[src/rtl/toy_fe_ctrl_pkg.sv]
// Shared frontend types: redirect payload, redirect priorities and controller FSM states.
package toy_pack;

  localparam int ADDR_WIDTH = 32;

  localparam logic [1:0] FE_PRI_BE   = 2'd3;
  localparam logic [1:0] FE_PRI_TAGE = 2'd2;
  localparam logic [1:0] FE_PRI_BTB  = 2'd1;
  localparam logic [1:0] FE_PRI_L0   = 2'd0;

  typedef struct packed {
    logic [ADDR_WIDTH-1:0] tgt_pc;
    logic                  taken;
    logic [1:0]            br_type;
  } bpu_pkg;

  typedef enum logic {
    FE_RUN   = 1'b0,
    FE_FLUSH = 1'b1
  } fe_state_e;

  // A controller redirect carries only a target; every other payload field stays zero.
  function automatic bpu_pkg mk_redirect(input logic [ADDR_WIDTH-1:0] pc);
    bpu_pkg p;
    p        = '0;
    p.tgt_pc = pc;
    return p;
  endfunction

endpackage

[src/rtl/toy_fe_credit.sv]
// Fetch-queue credit counter: load to full, +1 on pop, -1 on fire, saturating at both ends.
module toy_fe_credit #(
  parameter int DEPTH = 8,
  parameter int CW    = $clog2(DEPTH + 1)
) (
  input  logic          clk,
  input  logic          rst,
  input  logic          load,
  input  logic          inc,
  input  logic          dec,
  output logic [CW-1:0] count
);

  localparam logic [CW-1:0] FULL = CW'(DEPTH);

  logic [CW-1:0] count_reg;
  logic [CW-1:0] count_next;

  always_comb begin
    count_next = count_reg;
    if (load) begin
      count_next = FULL;
    end else if (inc && !dec && count_reg != FULL) begin
      count_next = count_reg + 1'b1;
    end else if (dec && !inc && count_reg != '0) begin
      count_next = count_reg - 1'b1;
    end
  end

  always_ff @(posedge clk) begin
    if (rst) begin
      count_reg <= FULL;
    end else begin
      count_reg <= count_next;
    end
  end

  // Over/underflow means the fetch protocol was violated upstream; hardware just saturates.
  always_ff @(posedge clk) begin
    if (!rst && !load) begin
      assert (!(inc && !dec && count_reg == FULL));
      assert (!(dec && !inc && count_reg == '0));
    end
  end

  assign count = count_reg;

endmodule

[src/rtl/toy_fe_ctrl.sv]
// Frontend controller: arbitrates redirects into one pending slot, issues to the PC generator,
// and drives stall from pending/flush-recovery/credits/ROB availability.
module toy_fe_ctrl
  import toy_pack::*;
#(
  parameter int FQ_DEPTH     = 8,
  parameter int FLUSH_BUBBLE = 2
) (
  input  logic                  clk,
  input  logic                  rst,
  input  logic                  be_flush_vld,
  input  logic [ADDR_WIDTH-1:0] be_flush_pc,
  input  logic                  tage_ovr_vld,
  input  logic [ADDR_WIDTH-1:0] tage_ovr_pc,
  input  logic                  btb_ovr_vld,
  input  logic [ADDR_WIDTH-1:0] btb_ovr_pc,
  input  logic                  l0btb_pred_vld,
  input  logic [ADDR_WIDTH-1:0] l0btb_pred_pc,
  input  logic                  icache_req_fire,
  input  logic                  fq_pop,
  input  logic                  rob_prealloc_avail,
  output logic                  fe_ctrl_stall,
  output logic                  fe_ctrl_chgflw_vld,
  output bpu_pkg                fe_ctrl_chgflw_pld,
  input  logic                  fe_ctrl_chgflw_rdy,
  output logic                  fe_ctrl_kill_vld,
  output logic [1:0]            fe_ctrl_kill_src
);

  localparam int CW = $clog2(FQ_DEPTH + 1);
  localparam int BW = $clog2(FLUSH_BUBBLE + 1);

  logic                  win_vld;
  logic [1:0]            win_pri;
  logic [ADDR_WIDTH-1:0] win_pc;

  logic                  pend_vld_reg;
  logic [1:0]            pend_pri_reg;
  logic [ADDR_WIDTH-1:0] pend_pc_reg;

  fe_state_e             state_reg, state_next;
  logic [BW-1:0]         bubble_reg, bubble_next;

  logic                  issue;
  logic                  be_issue;
  logic                  take_win;
  logic [CW-1:0]         credits;

  always_comb begin
    win_vld = 1'b1;
    win_pri = FE_PRI_L0;
    win_pc  = l0btb_pred_pc;
    if (be_flush_vld) begin
      win_pri = FE_PRI_BE;
      win_pc  = be_flush_pc;
    end else if (tage_ovr_vld) begin
      win_pri = FE_PRI_TAGE;
      win_pc  = tage_ovr_pc;
    end else if (btb_ovr_vld) begin
      win_pri = FE_PRI_BTB;
      win_pc  = btb_ovr_pc;
    end else if (!l0btb_pred_vld) begin
      win_vld = 1'b0;
    end
  end

  assign issue    = !rst && pend_vld_reg && fe_ctrl_chgflw_rdy && (state_reg != FE_FLUSH);
  assign be_issue = issue && (pend_pri_reg == FE_PRI_BE);
  // Equal-or-higher priority replaces pending, even while the old entry is issuing.
  assign take_win = win_vld && (!pend_vld_reg || win_pri >= pend_pri_reg);

  always_ff @(posedge clk) begin
    if (rst) begin
      pend_vld_reg <= 1'b0;
      pend_pri_reg <= 2'd0;
      pend_pc_reg  <= '0;
    end else if (take_win) begin
      pend_vld_reg <= 1'b1;
      pend_pri_reg <= win_pri;
      pend_pc_reg  <= win_pc;
    end else if (issue) begin
      pend_vld_reg <= 1'b0;
    end
  end

  always_comb begin
    state_next  = state_reg;
    bubble_next = bubble_reg;
    case (state_reg)
      FE_RUN: begin
        if (be_issue) begin
          state_next  = FE_FLUSH;
          bubble_next = BW'(FLUSH_BUBBLE - 1);
        end
      end
      FE_FLUSH: begin
        if (be_flush_vld) begin
          bubble_next = BW'(FLUSH_BUBBLE - 1);
        end else if (bubble_reg == '0) begin
          state_next = FE_RUN;
        end else begin
          bubble_next = bubble_reg - 1'b1;
        end
      end
      default: state_next = FE_RUN;
    endcase
  end

  always_ff @(posedge clk) begin
    if (rst) begin
      state_reg  <= FE_RUN;
      bubble_reg <= '0;
    end else begin
      state_reg  <= state_next;
      bubble_reg <= bubble_next;
    end
  end

  toy_fe_credit #(
    .DEPTH (FQ_DEPTH),
    .CW    (CW)
  ) u_credit (
    .clk   (clk),
    .rst   (rst),
    .load  (be_issue),
    .inc   (fq_pop),
    .dec   (icache_req_fire),
    .count (credits)
  );

  assign fe_ctrl_chgflw_vld = issue;
  assign fe_ctrl_chgflw_pld = issue ? mk_redirect(pend_pc_reg) : '0;
  assign fe_ctrl_kill_vld   = issue;
  assign fe_ctrl_kill_src   = issue ? pend_pri_reg : 2'd0;
  assign fe_ctrl_stall      = rst || pend_vld_reg || (state_reg == FE_FLUSH) ||
                              (credits == '0) || !rob_prealloc_avail;

endmodule
[config.mk]
export PLATFORM = sky130hd
export DESIGN_NAME = toy_fe_ctrl
export DESIGN_NICKNAME = d
export VERILOG_FILES = /design/src/rtl/toy_fe_ctrl_pkg.sv /design/src/rtl/toy_fe_credit.sv /design/src/rtl/toy_fe_ctrl.sv
export SDC_FILE = /design/constraint.sdc
export NUM_CORES = 1
export LEC_CHECK = 0
export ABC_AREA = 0
export BUFFER_PORTS_ARGS = -buffer_cell sky130_fd_sc_hd__buf_4
export CAP_MARGIN = 20
export CORE_MARGIN = 2
export CORE_UTILIZATION = 45
export CTS_CLUSTER_DIAMETER = 200
export DETAILED_ROUTE_END_ITERATION = 8
export PLACE_DENSITY = 0.81
export SLEW_MARGIN = 20
export SYNTH_ARGS = -nofsm -noshare
export SYNTH_HDL_FRONTEND = slang
export SYNTH_SLANG_ARGS = --single-unit
[constraint.sdc]
create_clock -name clk -period 2.7 [get_ports clk]
set_input_delay 0 -clock clk [delete_from_list [all_inputs] [get_ports clk]]
set_output_delay 0 -clock clk [all_outputs]
set_load 0.02 [all_outputs]
# Yosys cells after proc, flatten, opt, wreduce, memory -nomap -nowiden
# Cells that the tools add are included.
# op_classes
add_sub_neg	3
order_cmp	1
eq_ne	4
mux	24
n_bitwise	1
n_reduce_logical	26
# op_table
operator	count
$mux W32	3
$mux W35	1
$mux W2	6
$mux W1	10
$logic_and A1 B1 Y1	9
$mux W4	2
$logic_not A1 Y1	5
$logic_or A1 B1 Y1	5
$add A4 B1 Y4 const B	1
$logic_not A4 Y1	1
$ne A4 B4 Y1 const B	1
$pmux W2 S2	1
$reduce_bool A2 Y1	2
$reduce_bool A4 Y1	1
$sub A4 B1 Y4 const B	1
$ne A3 B3 Y1 const B	1
$eq A2 B2 Y1 const B	1
$ge A2 B2 Y1	1
$logic_not A2 Y1	1
$ne A2 B2 Y1 const B	1
$pmux W1 S2	1
$reduce_and A2 Y1	1
$reduce_or A2 Y1	1
$sub A2 B1 Y2 const B	1
$not A1 Y1	1
# totals
reg_bits	42
in_bits	138
output_inout_bits	40
wordCells	65

# Logic depth before layout (Yosys ltp)
# depth
depth_word	7
depth_mapped	12

# Cells and area by module
# A second synthesis with hierarchy kept.
# hier_totals
hier_cells	307
hier_area_um2	2798.9
# by_module_without_submodules
mod	instances	cells_per_inst	area_each_um2
toy_fe_ctrl	1	279	2509.9
toy_fe_credit	1	28	289.0

# Worst setup path before layout
# No wires, ideal clock.
# synth_path
kind	input -> register
from	input port tage_ovr_vld
to	register pend_pc_reg[10]
arrival_time_ps	2102
required_ps	2619
path_slack_ps	517
path_stages	12
n_path_buf	5
cell_sequence	clkbuf_1 > clkbuf_1 > inv_1 > a21oi_1 > ha_1 > nand2b_1 > a211o_1 > clkbuf_1 > and2_4 > buf_6 > buf_6 > a211oi_2
# synth_via
elab_chain_len	5
word_cells_on_any_way	9
classes_between	order compare (1); mux (6); reduce/logical (2)
# synth_lines
element	line	text
start, declared	toy_fe_ctrl.sv:13	input logic tage_ovr_vld,
$mux W2	toy_fe_ctrl.sv:56	end else if (tage_ovr_vld) begin
$mux W2	toy_fe_ctrl.sv:53	if (be_flush_vld) begin
$ge A2 B2 Y1	toy_fe_ctrl.sv:70	assign take_win = win_vld && (!pend_vld_reg || win_pri >= pend_pri_reg);
$logic_or A1 B1 Y1	toy_fe_ctrl.sv:70	
$logic_and A1 B1 Y1	toy_fe_ctrl.sv:70	
end signal, assigned	toy_fe_ctrl.sv:80	pend_pc_reg <= win_pc;
end, declared	toy_fe_ctrl.sv:39	logic [ADDR_WIDTH-1:0] pend_pc_reg;
# Several ways; a longest one is shown, not always the timed one.
# A chain may end at the register's enable or synchronous reset.

# Worst setup path in the final report
# layout_path
from	register pend_pri_reg[0]
to	register pend_pri_reg[0]
# layout_via
elab_chain_len	3
# layout_lines
element	line	text
start, declared	toy_fe_ctrl.sv:38	logic [1:0] pend_pri_reg;
start signal, assigned	toy_fe_ctrl.sv:79	pend_pri_reg <= win_pri;
$ge A2 B2 Y1	toy_fe_ctrl.sv:70	
$logic_or A1 B1 Y1	toy_fe_ctrl.sv:70	
$logic_and A1 B1 Y1	toy_fe_ctrl.sv:70	
# Every way passes these cells.

==> PnR_summary.wiki <==
{| class="wikitable"
! Metric !! Value
|-
| Buffers and inverters on the worst path || 0
|-
| Global-route wire length before repair || about 15000 um
|-
| Kind of start point of the critical path || flip-flop
|-
| TritonRoute pass-1 iters || 4
|-
| Worst Setup Path Type || reg -> reg
|-
| Post-CTS setup buffer count || 0
|-
| Type of the worst min-delay path || in -> reg
|-
| Yosys synthesis warning count || 0
|-
| Standard-cell row count || 30
|-
| Total negative slack for setup checks || 0 ns
|-
| Max Clock Freq || 0.4672 GHz
|-
| Relative slew slack || 57.72%
|-
| Overall die area || ~7700 um^2
|-
| Setup repair after global routing missed its margin || no
|-
| Via count of the first global-routing pass || ~3300
|-
| Worst slack, placed || 0.4311 ns
|-
| GRT Residual Overflow || 0
|-
| Final wirelength || 9150 um
|-
| CTS hold repair buffers || 0
|-
| Lkg Pwr || 2.187 nW
|-
| Fraction of registers with async set or reset after synthesis || 0%
|-
| Slew at the pin with the worst max-slew slack || 0.6341 ns
|-
| Sort of element at the end of the critical path || flip-flop
|-
| Clock transition at the registers of the reported paths || 0.08 ns
|-
| Share of the synthesized area in the top cell type || about a quarter
|-
| Setup WS post-layout || 0.5594 ns
|-
| Initial antenna violation count || 0
|-
| Status || finished, final reports clean
|-
| Synthesis-to-finish area growth || 43.55%
|-
| Crit path arrival time || 2.34 ns
|-
| Via/cell ratio || ~5.2
|-
| Largest net degree at the start of global routing || 42
|-
| Number of nets in the layout || 663
|-
| Fraction of the yosys area taken by sequential cells || about a quarter
|-
| Routability congestion estimate || 0.7266
|-
| Area of all placed cells without fillers || roughly 4500 um^2
|-
| Mapped Avg Cell Area || about 8.6 um^2
|-
| Final-report max-slew violation count || 0
|-
| Final hold violation count || 0
|-
| Cell area reported after detailed placement || between 4000 and 5000 um^2
|-
| Post-layout power || 1.856 mW
|-
| Count of maximum capacitance violations || 0
|-
| Max Fanout on Critical Path || 34
|-
| Number of synthesized register bits || 42
|-
| Die extent in x || 87.81 um
|-
| Cell Pwr Density || 409.2 nW/um^2
|-
| Tot GR Track Use || between 20% and 30%
|-
| Resized cells post-CTS || 0
|-
| HPWL after detailed placement || 6919 um
|-
| Worst-skew pair later-pin latency || slightly below 0.3 ns
|-
| Residual DRC count || 0
|-
| Worst-case clock skew || about 0.011 ns
|-
| Top-level port count || roughly 180
|-
| Most common cell after layout, fill and taps aside || sky130_fd_sc_hd__buf_4
|-
| Clock tree from TritonCTS || done
|-
| Master of the slowest instance on the critical path || sky130_fd_sc_hd__a211o_1
|-
| Post-synth design cell area || 3161 um^2
|-
| Count of clock tree sinks || 42
|-
| Number of I/O port buffers || approximately 170
|-
| Library cell occupying the most area in the post-synthesis netlist || sky130_fd_sc_hd__dfxtp_1
|-
| Data required time of the worst path || ~2.9 ns
|-
| Iter 0 DRT Violations || 148
|-
| Utilization after layout || about two thirds
|-
| Largest stage delay, worst path || 0.49 ns
|-
| Total of endpoints with negative setup slack in the final report || 0
|-
| Number of buffers created by CTS || 5
|-
| Count of cell types in the netlist || 35
|-
| Flip-flop count of the largest register, all copies and words added || 32
|-
| Synth top area cells || sky130_fd_sc_hd__dfxtp_1 27%, sky130_fd_sc_hd__mux2i_1 20%, sky130_fd_sc_hd__a211oi_2 12%
|-
| Floorplan Core Area || approximately 6800 um^2
|-
| Count of vias placed by the detailed router || 3196
|-
| Critical path, cell by cell || ha_1, nand2b_1, a211o_1, and2_4, a211oi_1
|-
| Share of cells above drive strength 1 || between 40% and 50%
|-
| Diodes inserted || 0
|-
| CP delay by family, top || compound AO/OA/AOI/OAI gates
|-
| Post-route ant nets || 0
|-
| Synthesized netlist cell count || 368
|-
| Routed wire length per instance || between 10 and 15 um
|-
| Tcrit/Tclk final || 79.28%
|-
| Dominant synthesized flop cell || sky130_fd_sc_hd__dfxtp_1
|-
| Maximum level of the CTS H-tree || 2
|-
| Root cell of the clock tree || sky130_fd_sc_hd__clkbuf_8
|-
| Number of enable-type register cells in the synthesized netlist || 0
|-
| Commonest non-fill, non-tap cells in the layout || 181 x sky130_fd_sc_hd__buf_4, 64 x sky130_fd_sc_hd__mux2i_1, 42 x sky130_fd_sc_hd__dfxtp_1
|-
| Die span in y || 87.81 um
|-
| Fin crit period || 2.141 ns
|-
| Clock Path Buffers || 2
|-
| Worst-case vdd ir drop || between 0.2 and 0.25 mV
|-
| Initial core utilization || 46.52%
|}
## cell usage after synthesis (5+ instances only)
library cell / instances
sky130_fd_sc_hd__inv_1: 5
sky130_fd_sc_hd__nor2_1: 6
sky130_fd_sc_hd__and2_1: 34
sky130_fd_sc_hd__a211oi_1: 6
sky130_fd_sc_hd__mux2i_1: 64
sky130_fd_sc_hd__nand2_1: 36
sky130_fd_sc_hd__a211oi_2: 30
sky130_fd_sc_hd__o21ai_0: 32
sky130_fd_sc_hd__ha_1: 5
sky130_fd_sc_hd__buf_6: 5
sky130_fd_sc_hd__a21oi_1: 40
sky130_fd_sc_hd__clkbuf_1: 23
sky130_fd_sc_hd__nand2b_1: 5
sky130_fd_sc_hd__dfxtp_1: 42
## path summary, 6_finish.rpt
| kind | startpoint | to | slack [ns] | cells past startpoint |
|---|---|---|---|---|
| hold / removal | icache_req_fire | u_credit.count[1]$_SDFFE_PP0P_ | 0.04 | 4 |
| setup / recovery | pend_pri_reg[0]$_SDFFE_PP0P_ | pend_pri_reg[0]$_SDFFE_PP0P_ | 0.56 | 5 |
| setup reg to reg | pend_pri_reg[0]$_SDFFE_PP0P_ | pend_pri_reg[0]$_SDFFE_PP0P_ | 0.56 | 5 |
| hold reg to reg | bubble_reg[1]$_SDFFE_PP0P_ | bubble_reg[1]$_SDFFE_PP0P_ | 0.49 | 2 |
## layout make-up
| class | instances | area [um^2] |
|---|---|---|
| fill | 565 | 2257 |
| multi-input combinational | 283 | 2116 |
| inverter | 6 | 22.52 |
| clock buffer | 5 | 68.82 |
| clock inverter | 2 | 10.01 |
| tap | 96 | 120.1 |
| timing repair buffer | 181 | 1359 |
| sequential | 42 | 840.8 |
## worst register-to-register path, cell delays in order, from the launching register on
cell and delay, ns:
sky130_fd_sc_hd__dfxtp_1 0.43, sky130_fd_sc_hd__ha_1 0.26, sky130_fd_sc_hd__nand2b_1 0.14, sky130_fd_sc_hd__a211o_1 0.50, sky130_fd_sc_hd__and2_4 0.40, sky130_fd_sc_hd__a211oi_1 0.32
## where the power goes
part / switching [mW] / internal, mW
combinational: 0.332 / 0.375
clock: 0.208 / 0.174
sequential: 0.0649 / 0.702
total: 0.605 / 1.25
## routing by layer
metal  part of all wire (%)  track usage, %  routed length (um)
met1                     39           26.24                3577
met2                     52           45.39                4780
met3                    7.5           6.221                 683
met4                    1.2           6.294                 109
met5                      0               0                   0
## per-stage QoR
| stage | hold WS, ns | instances |
|---|---|---|
| 6_report | 0.03658 | 615 |
| 3_3_place_gp | 0.3356 | 608 |
| 2_1_floorplan | 0.1940 | 370 |
| 4_1_cts | 0.03726 | 615 |
| 5_1_grt | 0.07757 | 615 |
| 3_5_place_dp | 0.3403 | 608 |
## logic make-up after synthesis
group	Yosys count	synth area share, %
compound gates	114	26.25
xor+xnor	4	1.108
fa+ha+maj	6	2.613
buf+inv	45	7.165
flops	42	26.60
mux	65	20.98
other cells	1	0.1187
simple gates	91	15.16
(Power assumes the default switching activity.)
